==> src/rtl/irq_pkg.sv <==
// irq_pkg: shared state encoding, default widths and vector address helper.
package irq_pkg;
  typedef enum logic {IDLE, IN_ISR} irq_state_e;
  localparam int PC_W_DEFAULT = 23;
  function automatic logic [31:0] vec_addr(input logic [31:0] base, input logic [31:0] idx);
    return base + (idx << 2);
  endfunction
endpackage

==> src/rtl/irq_sync_edge.sv <==
// irq_sync_edge: two-flop synchroniser followed by a rising-edge detector.
module irq_sync_edge (
  input  logic clk,
  input  logic reset,
  input  logic irq_i,
  output logic rise_o
);
  logic s1_q, s2_q, prev_q;
  logic s1_d, s2_d, prev_d;
  always_comb begin
    s1_d   = irq_i;
    s2_d   = s1_q;
    prev_d = s2_q;
  end
  always_ff @(posedge clk or posedge reset) begin
    if (reset) begin
      s1_q   <= 1'b0;
      s2_q   <= 1'b0;
      prev_q <= 1'b0;
    end else begin
      s1_q   <= s1_d;
      s2_q   <= s2_d;
      prev_q <= prev_d;
    end
  end
  assign rise_o = s2_q & ~prev_q;
endmodule

==> src/rtl/irq_sequencer.sv <==
// irq_sequencer: latches interrupt edges, picks the lowest enabled pending source
// at an instruction boundary and tracks the single-level handler state.
module irq_sequencer
  import irq_pkg::*;
#(
  parameter int              NUM_IRQ     = 4,
  parameter int              PC_W        = PC_W_DEFAULT,
  parameter logic [PC_W-1:0] VECTOR_BASE = PC_W'('h100),
  localparam int             SEL_W       = (NUM_IRQ > 1) ? $clog2(NUM_IRQ) : 1
) (
  input  logic               clk,
  input  logic               reset,
  input  logic [NUM_IRQ-1:0] irq_i,
  input  logic [NUM_IRQ-1:0] irq_en,
  input  logic               gie,
  input  logic               pcflag,
  input  logic               mret,
  input  logic [PC_W-1:0]    pc_resume,
  output logic               interrupt,
  output logic [PC_W-1:0]    isr_target,
  output logic [PC_W-1:0]    isr_return,
  output logic               in_isr,
  output logic [SEL_W-1:0]   irq_cause,
  output logic [NUM_IRQ-1:0] pending
);
  irq_state_e         state_q, state_d;
  logic [PC_W-1:0]    isr_return_q, isr_return_d;
  logic [SEL_W-1:0]   irq_cause_q, irq_cause_d;
  logic [NUM_IRQ-1:0] pending_q, pending_d;
  logic [NUM_IRQ-1:0] rise, eligible, clr;
  logic [SEL_W-1:0]   sel;
  logic               take;
  for (genvar i = 0; i < NUM_IRQ; i++) begin : g_sync
    irq_sync_edge u_sync (
      .clk    (clk),
      .reset  (reset),
      .irq_i  (irq_i[i]),
      .rise_o (rise[i])
    );
  end
  assign eligible = pending_q & irq_en;
  always_comb begin
    sel = '0;
    for (int i = NUM_IRQ - 1; i >= 0; i--)
      if (eligible[i]) sel = SEL_W'(i);
  end
  // A fresh edge landing on the acceptance edge re-arms the source: set beats clear.
  always_comb begin
    take         = (state_q == IDLE) && pcflag && gie && |eligible;
    clr          = take ? (NUM_IRQ'(1) << sel) : '0;
    pending_d    = (pending_q & ~clr) | rise;
    state_d      = take ? IN_ISR : ((state_q == IN_ISR) && pcflag && mret) ? IDLE : state_q;
    isr_return_d = take ? pc_resume : isr_return_q;
    irq_cause_d  = take ? sel : irq_cause_q;
  end
  always_ff @(posedge clk or posedge reset) begin
    if (reset) begin
      state_q      <= IDLE;
      isr_return_q <= '0;
      irq_cause_q  <= '0;
      pending_q    <= '0;
    end else begin
      state_q      <= state_d;
      isr_return_q <= isr_return_d;
      irq_cause_q  <= irq_cause_d;
      pending_q    <= pending_d;
    end
  end
  assign interrupt  = take;
  assign isr_target = PC_W'(vec_addr(32'(VECTOR_BASE), 32'(sel)));
  assign isr_return = isr_return_q;
  assign irq_cause  = irq_cause_q;
  assign in_isr     = (state_q == IN_ISR);
  assign pending    = pending_q;
endmodule

==> config.mk <==
export PLATFORM = sky130hd
export DESIGN_NAME = irq_sequencer
export DESIGN_NICKNAME = d
export VERILOG_FILES = /design/src/rtl/irq_pkg.sv /design/src/rtl/irq_sync_edge.sv /design/src/rtl/irq_sequencer.sv
export SDC_FILE = /design/constraint.sdc
export NUM_CORES = 1
export LEC_CHECK = 0
export CAP_MARGIN = 15
export CELL_PAD_IN_SITES_DETAIL_PLACEMENT = 0
export CELL_PAD_IN_SITES_GLOBAL_PLACEMENT = 1
export CORE_MARGIN = 4
export CORE_UTILIZATION = 27
export DETAILED_ROUTE_END_ITERATION = 10
export PLACE_DENSITY = 0.73
export SKIP_LAST_GASP = 1
export SYNTH_ARGS = -nofsm -noshare
export SYNTH_HDL_FRONTEND = slang
export SYNTH_SLANG_ARGS = --single-unit
==> constraint.sdc <==
create_clock -name clk -period 1.5 [get_ports clk]
set_input_delay 0.3 -clock clk [delete_from_list [all_inputs] [get_ports clk]]
set_output_delay 0.3 -clock clk [all_outputs]
set_load 0.02 [all_outputs]
# After elaboration in Yosys (flattened, before gate mapping)
# Index checks and enable logic that the tools add are counted.
[op_classes]
multipliers = 0
eq_ne = 0
n_div = 0
magnitude_cmp = 0
n_shift = 1
n_mux = 7
add_sub_neg = 1
n_reduce_logical = 7
bitwise_logic = 13
[ops]
columns = ["op", "count"]
rows = [
  ["$add 9x4->10 const A", 1],
  ["$and 4x4->4", 2],
  ["$mux 2", 4],
  ["$logic_and 1x1->1", 5],
  ["$not 1->1", 5],
  ["$and 1x1->1", 4],
  ["$mux 4", 1],
  ["$not 4->4", 1],
  ["$or 4x4->4", 1],
  ["$reduce_or 4->1", 1],
  ["$shl 1x2->4 const A", 1],
  ["$mux 1", 2],
  ["$reduce_bool 2->1", 1],
]
[totals]
ff_bits = 42
out_inout_bits = 54
mem_count = 0
latch_bits = 0
elab_cells = 45
inputBits = 36
ram_bits = 0
romBits = 0

# Depth between registers and ports, before layout
[logic_depth]
depth_word = 10
ltp_mapped = 4
ltp_nobuf = 3

# Hierarchy
# A second synthesis with hierarchy kept.
[unflattened]
hier_cells = 126
hier_area_um2 = 1833.0
[modules_own_cells]
columns = ["module", "seq_area_each_um2", "cells_per_inst", "n_inst", "area_each_um2"]
rows = [
  ["irq_sequencer", 750.7, 106, 1, 1462.7],
  ["irq_sync_edge", 75.1, 5, 4, 92.6],
]

# Worst setup path after synthesis
# No wires, ideal clock.
[synth_path]
kind = "register to register"
start = "register pending_q[3], in the netlist pending[3]"
end = "register isr_return_q[13], in the netlist isr_return[13]"
path_stages_with_launch = 5
period_less_slack_ps = 1590
n_path_buf = 1
setup_slack_ps = -90
required_ps = 1375
t_arrival_ps = 1465
setup_time_ps = 125
path_cell_list = "dfrtp_1 -> a22oi_4 -> a31oi_4 -> buf_6 -> mux2_2"
[synth_between]
elab_chain_len = 3
[synth_lines]
columns = ["item", "line_no", "source"]
rows = [
  ["start, declared", "irq_sequencer.sv:29", "logic [NUM_IRQ-1:0] pending_q, pending_d;"],
  ["start signal, assigned", "irq_sequencer.sv:66", "pending_q <= pending_d;"],
  ["$and 4x4->4", "irq_sequencer.sv:41", "assign eligible = pending_q & irq_en;"],
  ["$reduce_or 4->1", "irq_sequencer.sv:49", "take = (state_q == IDLE) && pcflag && gie && |eligible;"],
  ["$logic_and 1x1->1", "irq_sequencer.sv:49", ""],
  ["named net interrupt", "irq_sequencer.sv:19", "output logic interrupt,"],
  ["end signal, assigned", "irq_sequencer.sv:64", "isr_return_q <= isr_return_d;"],
  ["end, declared", "irq_sequencer.sv:27", "logic [PC_W-1:0] isr_return_q, isr_return_d;"],
]
# The timed path passes the listed nets, and every way through them passes these cells.
# A chain may end at the register's enable or synchronous reset.

# Final worst setup path
[layout_path]
start = "register pending_q[2], in the netlist pending[2]"
end = "output port interrupt"
[layout_between]
elab_chain_len = 3
[layout_lines]
columns = ["item", "line_no"]
rows = [
  ["$and 4x4->4", "irq_sequencer.sv:41"],
  ["$reduce_or 4->1", "irq_sequencer.sv:49"],
  ["$logic_and 1x1->1", "irq_sequencer.sv:49"],
  ["end, declared", "irq_sequencer.sv:19"],
]
# Every way passes these cells.

==> out/metrics.cfg <==
[floorplanning]
row_count = 28
initial_core_util_pct = 28.5
core_area_um2 = 6060
dieWidth_um = 88.0
die_height_um = 88.0
num_io_pins = 90
die_area_um2 = 7750

[placed_design]
io_buffer_count = 68
detailedPlacementHpwl_mm = 2.77
gp_congestion = 0.794
place_inst = 277

[final_layout]
layout.cells.most_common_list = sky130_fd_sc_hd__dfrtp_1, sky130_fd_sc_hd__dlygate4sd2_1, sky130_fd_sc_hd__clkdlybuf4s50_1
fillers = 589
layout-drive-gt1-share_pct = 31.7
layout.area.seq_um2 = 1060
final_cell_count_no_fill = 293
n_antenna_cell = 0
multiInputGateArea_um2 = 626
area_growth_pct = 64.7
layout.cells.most_common = sky130_fd_sc_hd__dfrtp_1
design.final.nets = 253

[pwr]
intPower_w = 0.00286
design_power_total_w = 0.00407
switching_portion_of_total_power_pct = 29.7
power_frac_seq_pct = 37.7
power.density_cell_area_nw_per_um2 = 1430
leakage_nw = 1.35
switching_pwr_w = 0.00121
power.share.clock_pct = 26.6
worst_ir_drop_vdd_mv = 0.634
combinationalPowerShare_pct = 35.8

[worst_setup_path]
timing.critical_path.cells = buf_6 -> a22oi_4 -> buf_6 -> a31oi_4 -> buf_6
slowest_stage = sky130_fd_sc_hd__dfrtp_1
crit_path_max_incr_delay_ns = 0.41
reg2reg_depth = 7
worstPathMaxFanout = 3
crit_start_category = register
r2r_setup_slack_ns = -0.14
sum_of_buffers_and_inverters_on_the_critical_path = 3
path_class = register to output port
worst_setup_path_end_kind = output port
critPathTopFamily = buffers and inverters
worstReg2RegEnd = isr_return[20]
cp_data_arrival_time_ns = 1.35
cpMostUsedCell = sky130_fd_sc_hd__buf_6
critical_path.reg2reg.startpoint = pending[2]
required_ns = 1.20

[sta]
finalWorstSetupSlack_ns = -0.146
hold_viol = 0
timing.fmax_mhz = 608
setup-violations-final = 27
layout_worst_path_cycle_share_pct = 110
rsz0062_at_grt = true
finalSetupTns_ns = -3.02
finalMaxSlewViolations = 0
final.setup_skew_ns = 0.00525
timing.final.crit_period_ns = 1.65

[job]
maxCapViolations = 0

[global_route]
grt_util_all_layers_pct = 10.0
antenna_found_initial = 0
total_overflow_reported_by_the_global_router = 0
global_route_wire_length_before_repair_mm = 6.01
grt_max_degree = 23
via_count_of_the_first_global_routing_pass = 1289

[outcome]
run_status = complete, but fails checks
violations = setup timing

[hold_path]
worstHoldStart = g_sync[0].u_sync.s1_q
hold_path_class = register to register
holdPathStages = 0
holdPathEnd = g_sync[0].u_sync.prev_d

[clocking]
cts_max_path_bufs = 2
cts_buffers = 5
ctsRootBufferMaster = sky130_fd_sc_hd__clkbuf_8
cts_hold_repair.buffers = 0
clock_sink_count = 42
clock_latency_ns = 0.28
clock_tree_from_tritoncts = yes
clk_pin_slew_worst_paths_ns = 0.08
clock_tree.htree_level_count = 2

[logic_synthesis]
dominant_combinational_cell_family_by_area_after_synthesis = multiplexers
synth-compound-area-share_pct = 7.74
syn_area_um2 = 1730
synth.distinct_cells = 23
synth.mux.area_fraction_pct = 15.0
synth.ff_latch_count = 42
yosys.area_share.simple_pct = 4.56
avgSynthCellArea_um2 = 14.2
synth_xor_xnor_area_share_pct = 0
yosys.area_share.adder_pct = 0
synth-warning-count = 0
yosysSeqAreaShare_pct = 60.8
netlist_instances = 122

[drt]
number_of_antenna_violating_nets_in_the_routed_design = 0
number_of_vias_in_the_routed_layout = 1227
drt_pass1_iterations = 2
routed_via_density = 4.19
post-route-drc-count = 0
drt_wl_total_mm = 3.93
wire_per_inst_um = 13.4
dr.first_iter.drc_count = 52

[cell type report]
cell class	count	share of cell area, %
Inverter	5	0.659
Tap cell	75	3.30
Clock buffer	6	2.90
Clock inverter	2	2.11
Sequential cell	42	37.1
Multi-Input combinational cell	71	22.0
Timing Repair Buffer	92	32.0
[worst max-delay path by stage]
stage	to	cells after the start	start
final	interrupt	5	pending[2]
after global routing	interrupt	5	pending[2]
after CTS	isr_target[2]	4	pending[2]
after detailed placement	isr_target[2]	5	irq_en[2]
after global placement	isr_target[2]	5	irq_en[2]
after floorplan	isr_return[0]	4	in_isr
[routing by layer]
metal | part of all wire [%] | GRT usage [%]
met1 | 40 | 11.6
met5 | 0 | 0
met3 | 11 | 5.17
met2 | 48 | 16.6
met4 | 0.25 | 2.47
[timing repair]
action / 4_1_cts / 5_1_grt
setup buffers: 5 / 1
cloned: 2 / 1
pin swaps: 2 / 2
endpoints found under the setup margin: 56 / 29
gates resized for setup: 59 / 17
[stage by stage]
step                      utilization (%)  worst slack, ns  hold WS (ns)  instance area (um^2)
after floorplan                         -          -0.0340         0.331                  1840
after global placement               42.1           -0.614         0.332                  2550
after detailed placement             42.1           -0.632         0.336                  2550
after CTS                            45.8           -0.213         0.355                  2780
after global routing                 47.0           -0.200         0.366                  2850
final                                47.0           -0.146         0.352                  2850
[synth_stat cells]
library cell                 n  share of area (%)
sky130_fd_sc_hd__nand2_1     5                1.1
sky130_fd_sc_hd__nand4_1     1               0.36
sky130_fd_sc_hd__dfrtp_1    42                 61
sky130_fd_sc_hd__a22oi_4     1                1.2
sky130_fd_sc_hd__buf_6       2                1.3
sky130_fd_sc_hd__conb_1      2               0.43
sky130_fd_sc_hd__a21o_1      1               0.43
sky130_fd_sc_hd__a2bb2oi_1   1               0.51
sky130_fd_sc_hd__a22o_1      4                2.0
sky130_fd_sc_hd__buf_4      21                9.1
sky130_fd_sc_hd__o22a_1      1               0.51
sky130_fd_sc_hd__nor2_1      2               0.43
sky130_fd_sc_hd__a21oi_1     1               0.29
sky130_fd_sc_hd__o41ai_1     1               0.51
sky130_fd_sc_hd__a21boi_0    1               0.43
sky130_fd_sc_hd__nand3b_4    1                1.2
sky130_fd_sc_hd__a31oi_4     1                1.2
sky130_fd_sc_hd__o21ai_0     2               0.58
sky130_fd_sc_hd__and3b_1     1               0.51
sky130_fd_sc_hd__mux2_2     23                 15
sky130_fd_sc_hd__and2_1      2               0.72
sky130_fd_sc_hd__nand3_1     1               0.29
sky130_fd_sc_hd__inv_1       5                1.1
[power by group through the flow]
stage	registers (W)	logic [W]	clock network, W
floorplan	0.00187	0.000474	0
global placement	0.00155	0.00150	0
detailed placement	0.00156	0.00151	0
CTS	0.00153	0.00140	0.00113
global route	0.00157	0.00154	0.00118
finish	0.00153	0.00146	0.00108
[registers in the layout (all words and copies together) (netlist names)]
name                  count
isr_return               23
g_sync.u_sync.prev_d      4
g_sync.u_sync.prev_q      4
g_sync.u_sync.s1_q        4
pending                   4
irq_cause                 2
in_isr                    1
[kinds of logic after synthesis]
kind of cell,after synthesis
flops,42
buf+inv,28
mux,23
compound gates,14
simple gates,13
other cells,2
Note: power is estimated with default switching activity, not from simulation.
==> patch 1, RTL diff (same settings) <==
Add an input register stage for `irq_i`, `irq_en`, `gie`, `pcflag`, `mret` and `pc_resume`, cleared by the reset; this delays them by one clock.
--- a/src/rtl/irq_sequencer.sv
+++ b/src/rtl/irq_sequencer.sv
@@ -24,4 +24,30 @@
   output logic [NUM_IRQ-1:0] pending
 );
+
+  logic [NUM_IRQ-1:0] irq_q;
+  logic [NUM_IRQ-1:0] irq_en_q;
+  logic gie_q;
+  logic pcflag_q;
+  logic mret_q;
+  logic [PC_W-1:0] pc_resume_q;
+
+  always_ff @(posedge clk or posedge reset) begin
+    if (reset) begin
+      irq_q       <= '0;
+      irq_en_q    <= '0;
+      gie_q       <= '0;
+      pcflag_q    <= '0;
+      mret_q      <= '0;
+      pc_resume_q <= '0;
+    end else begin
+      irq_q       <= irq_i;
+      irq_en_q    <= irq_en;
+      gie_q       <= gie;
+      pcflag_q    <= pcflag;
+      mret_q      <= mret;
+      pc_resume_q <= pc_resume;
+    end
+  end
+
   irq_state_e         state_q, state_d;
   logic [PC_W-1:0]    isr_return_q, isr_return_d;
@@ -35,9 +61,9 @@
       .clk    (clk),
       .reset  (reset),
-      .irq_i  (irq_i[i]),
+      .irq_i  (irq_q[i]),
       .rise_o (rise[i])
     );
   end
-  assign eligible = pending_q & irq_en;
+  assign eligible = pending_q & irq_en_q;
   always_comb begin
     sel = '0;
@@ -47,9 +73,9 @@
   // A fresh edge landing on the acceptance edge re-arms the source: set beats clear.
   always_comb begin
-    take         = (state_q == IDLE) && pcflag && gie && |eligible;
+    take         = (state_q == IDLE) && pcflag_q && gie_q && |eligible;
     clr          = take ? (NUM_IRQ'(1) << sel) : '0;
     pending_d    = (pending_q & ~clr) | rise;
-    state_d      = take ? IN_ISR : ((state_q == IN_ISR) && pcflag && mret) ? IDLE : state_q;
-    isr_return_d = take ? pc_resume : isr_return_q;
+    state_d      = take ? IN_ISR : ((state_q == IN_ISR) && pcflag_q && mret_q) ? IDLE : state_q;
+    isr_return_d = take ? pc_resume_q : isr_return_q;
     irq_cause_d  = take ? sel : irq_cause_q;
   end
Behaviour: not the same (a bounded check fails within 4 cycles, from zero or initial values and one cycle with reset high).
==> patch 1 against the unedited design <==
The flow still finishes with violations (setup timing). Count of clock-buffer cells in the layout rose by 4. Via count rose by 20%. Register-to-register slack improved by 0.06 ns. Synthesized area rose by 49%. Sequential cell count rose by 34. Sequential power rose by 64%. Combinational power fell by 3%. Cell area rose by 34%. Die area rose by 44%. Wire length rose by 27%. Setup slack improved by 0.038 ns. Total power rose by 38%. Synthesized cell count rose by 28%. Highest routed layer unchanged.
==> patch 1: results (changes against the unedited design) <==
Drt
  • Per-cell routed wire length: 12.9 um (-3.8%)
  • 1st-iter DRT viols: 28 (-46%)
  • Via-to-Cell Ratio: 3.82 (-8.9%)
  • Met2 wire len: 2460 um (+30%)

Setup path
  • CP peak stage delay: 0.43 ns (+0.02 ns)
  • Critical Path Fanout Max: 2 (-1)
  • Reg2reg setup slack: -0.08 ns (+0.06 ns)
  • FF-to-FF Start: in_isr$_DFFE_PP0P_
  • R2R cell count: 5 (-2)
  • R2R Path End: isr_return[14]$_DFFE_PP0P_
  • WP data arrival: 1.31 ns (-0.04 ns)
  • Crit-path leading delay family: flip-flops

GRT
  • Largest net degree at the start of global routing: 77 (+230%)
  • GR met1 Demand/Resource: 11.0% (-0.59 points)
  • Vias in the first global route: 1572 (+22%)
  • Met3 GRT Util: 4.23% (-0.95 points)

Place
  • DPL Wire Length: 3260 um (+18%)
  • Placed cell area: 3470 um^2 (+36%)
  • Final Wtd Congestion: 0.757 (-4.6%)
  • Worst slack, placed: -0.262 ns (+0.370 ns)

Cells and area
  • Fraction of area in multi-input gates: 16.2% (-5.8 points)
  • NumNets Final: 288 (+14%)
  • # fillers: 899 (+53%)
  • Clock buf/inv share: 5.89% (+0.88 points)
  • Non-filler instance count after layout: 386 (+32%)
  • Register share of the cell area: 49.9% (+13 points)
  • Clkbuf count: 10 (+4)
  • Non-clk bufs: 89 (-3.3%)

Yosys
  • Syn Area/Cell: 16.5 um^2 (+17%)

CTS
  • H-Tree Depth: 3 (+1)
  • CTS Sinks: 76 (+81%)
  • Worst-skew pair later-pin latency: 0.34 ns (+0.06 ns)

STA
  • Setup slack after layout: -0.108 ns (+0.0380 ns)
  • Final setup fails: 27 (unchanged)
  • Setup TNS: -1.58 ns (+1.44 ns)

Worst hold path
  • HP Start: g_sync[2].u_sync.s1_q$_DFF_PP0_

Status
  • Status: complete, but fails checks
  • Failing checks: setup timing

Power and ir drop
  • Combinational power: 1410 uW (-3%)
  • Int Power: 4050 uW (+41%)
  • Clk pwr share: 30.3% (+3.7 points)
  • Leak pwr: 0.00174 uW (+29%)
  • Sw Share: 28.1% (-1.6 points)

Die
  • Tap Count: 129 (+72%)
[patch 1: cell types whose count changed after synthesis]
cell / unedited run / this run
dfrtp_1: 42 / 76
[patch 1: repair_timing]
action | CTS | global route
gates cloned | 2 | 0
pin swaps | 2 | 2
resized for setup | 71 | 12
setup endpoints to repair | 56 | 31
hold endpoints to repair | 0 | 0
buffers inserted | 4 | 1
[patch 1: worst max-delay path by stage]
stage | from | endpoint | slack (ns) | cells after the start
2_1_floorplan | in_isr$_DFFE_PP0P_ | isr_return[11]$_DFFE_PP0P_ | -0.05 | 4
3_3_place_gp | irq_en_q[2]$_DFF_PP0_ | isr_target[2] | -0.25 | 4
3_5_place_dp | irq_en_q[2]$_DFF_PP0_ | isr_target[2] | -0.26 | 4
4_1_cts | pending[3]$_DFF_PP0_ | isr_target[2] | -0.15 | 5
5_1_grt | pending[3]$_DFF_PP0_ | isr_target[2] | -0.18 | 5
6_report | pending[3]$_DFF_PP0_ | isr_target[2] | -0.11 | 5
==> patch 2, RTL diff (same flow settings) <==
Made on the original files. `PC_W_DEFAULT`: 23 -> 46.
--- a/src/rtl/irq_pkg.sv
+++ b/src/rtl/irq_pkg.sv
@@ -2,5 +2,5 @@
 package irq_pkg;
   typedef enum logic {IDLE, IN_ISR} irq_state_e;
-  localparam int PC_W_DEFAULT = 23;
+  localparam int PC_W_DEFAULT = 46;
   function automatic logic [31:0] vec_addr(input logic [31:0] base, input logic [31:0] idx);
     return base + (idx << 2);
Ports: changed (resized isr_return, isr_target and pc_resume); port bits go from 90 to 159. The function was not compared with the original's and may differ.
==> patch 2 against the unedited design <==
The flow still finishes with violations (setup timing). Utilization shrank 2.5 points. Wire length up 72%. Register-to-register slack worse by 0.05 ns. Highest routed layer unchanged. Clock skew is 0.0016 ns higher. Sequential power increased by 61%. Synthesized area is 64% higher. Cell area increased by 61%. Sequential cell count is 23 higher. Total power grew 59%. Setup slack lost 0.092 ns. Combinational power rose by 73%.
==> patch 2: results (changes against the unedited design) <==
Setup path
  • R2R cell count: 6 (-1)
  • R2R Path End: isr_return[28]$_DFFE_PP0P_
  • WP data arrival: 1.44 ns (+0.09 ns)
  • Crit path from: pending[1]$_DFF_PP0_
  • Reg2reg setup slack: -0.19 ns (-0.05 ns)

Power and ir drop
  • Int Power: 4330 uW (+51%)
  • Max VDD drop: 0.638 mV (+0.68%)

STA
  • Setup TNS: -6.90 ns (-3.88 ns)
  • Setup slack after layout: -0.238 ns (-0.0923 ns)
  • Clk_skew: 0.00686 ns (+0.00161 ns)
  • Final setup fails: 50 (+85%)

Cells and area
  • Non-clock buffer share: 33.9% (+1.9 points)
  • Non-clk bufs: 155 (+68%)
  • Max reg flops: 46 (+100%)
  • Clock buf/inv share: 4.29% (-0.72 points)
  • NumNets Final: 413 (+63%)
  • #MultiIn Comb: 117 (+65%)
  • Inverter count: 6 (+1)
  • Ratio of cells with drive above 1 in the final layout: 32.3% (+0.66 points)
  • Area occupied by multi-input gates: 1010 um^2 (+61%)
  • # fillers: 963 (+63%)
  • Clkbuf count: 11 (+5)

Yosys
  • Synth Area in Compound Gates: 4.60% (-3.1 points)
  • Multiplexer area fraction after synthesis: 21.0% (+6.0 points)
  • Synth top cells by count: dfrtp_1 (65), buf_4 (46), mux2_2 (26)
  • Synth area leaders: dfrtp_1 (58%), buf_4 (12%), mux2_4 (11%), mux2_2 (10%), buf_8 (1.1%)
  • Synth unique cells: 25 (+8.7%)

GRT
  • First-pass GRT wire length: 9960 um (+66%)
  • Met3 GRT Util: 3.73% (-1.4 points)
  • Vias in the first global route: 2032 (+58%)
  • Largest net degree at the start of global routing: 37 (+61%)
  • GR met1 Demand/Resource: 13.7% (+2.0 points)

Drt
  • 1st-iter DRT viols: 54 (+3.8%)
  • Wl on met1: 2820 um (+79%)
  • Met3 Wirelength: 580 um (+30%)
  • Via count: 1927 (+57%)
  • Per-cell routed wire length: 13.7 um (+1.9%)
  • Met2 wire len: 3300 um (+74%)

Status
  • Status: complete, but fails checks
  • Failing checks: setup timing

Place
  • DPL Wire Length: 4520 um (+63%)
  • Worst slack, placed: -0.557 ns (+0.0744 ns)

Worst hold path
  • Worst Hold Class: in2async

CTS
  • H-Tree Depth: 3 (+1)
  • Worst-skew pair later-pin latency: 0.33 ns (+0.05 ns)
  • Post-CTS Resized: 85 (+44%)
  • Post-CTS Setup Repair Bufs: 13 (+8)
  • Num CTS Buffers: 9 (+4)
==> patch 2: cell count changes after synthesis, moves of 2 or more <==
cell | unedited run | this run
buf_4 | 21 | 46
nand3_1 | 1 | 3
dfrtp_1 | 42 | 65
mux2_2 | 23 | 26
and2_1 | 2 | 0
buf_8 | 0 | 2
mux2_4 | 0 | 20
==> patch 2: cell families after synthesis <==
family                 count (synthesis)
AO/OA/AOI/OAI                         14
multiplexers                          46
buffers and inverters                 55
other                                  2
AND/OR/NAND/NOR                       13
flip-flops                            65
==> patch 2: how the worst max path moves through the flow <==
| stage | end | slack (ns) | cells past startpoint |
|---|---|---|---|
| 6_report | interrupt | -0.24 | 5 |
| 5_1_grt | interrupt | -0.32 | 5 |
| 4_1_cts | isr_target[2] | -0.27 | 4 |
| 3_5_place_dp | isr_target[2] | -0.56 | 5 |
| 3_3_place_gp | isr_target[2] | -0.52 | 4 |
| 2_1_floorplan | isr_return[10]$_DFFE_PP0P_ | -0.08 | 5 |
==> patch 2: critical path, cell delays in order, from the launching register on <==
cell and delay (ns):
dfrtp_1 0.39, buf_6 0.12, a22oi_2 0.22, a21oi_4 0.11, buf_12 0.14, buf_8 0.12
==> patch 2: power by group through the flow <==
stage / logic [uW] / registers (uW) / clock network (uW)
2_1_floorplan: 854 / 3070 / 0
3_3_place_gp: 2650 / 2490 / 0
3_5_place_dp: 2660 / 2500 / 0
4_1_cts: 2510 / 2470 / 1540
5_1_grt: 2690 / 2540 / 1620
6_report: 2530 / 2470 / 1470
==> patch 2: through the flow <==
step	area (um^2)	cells	power (uW)	hold slack, ns
after CTS	4520	491	6510	0.355
after global placement	4100	457	5140	0.340
after floorplan	2990	237	3920	0.331
final	4580	495	6480	0.355
after detailed placement	4100	457	5160	0.335
after global routing	4580	495	6860	0.361
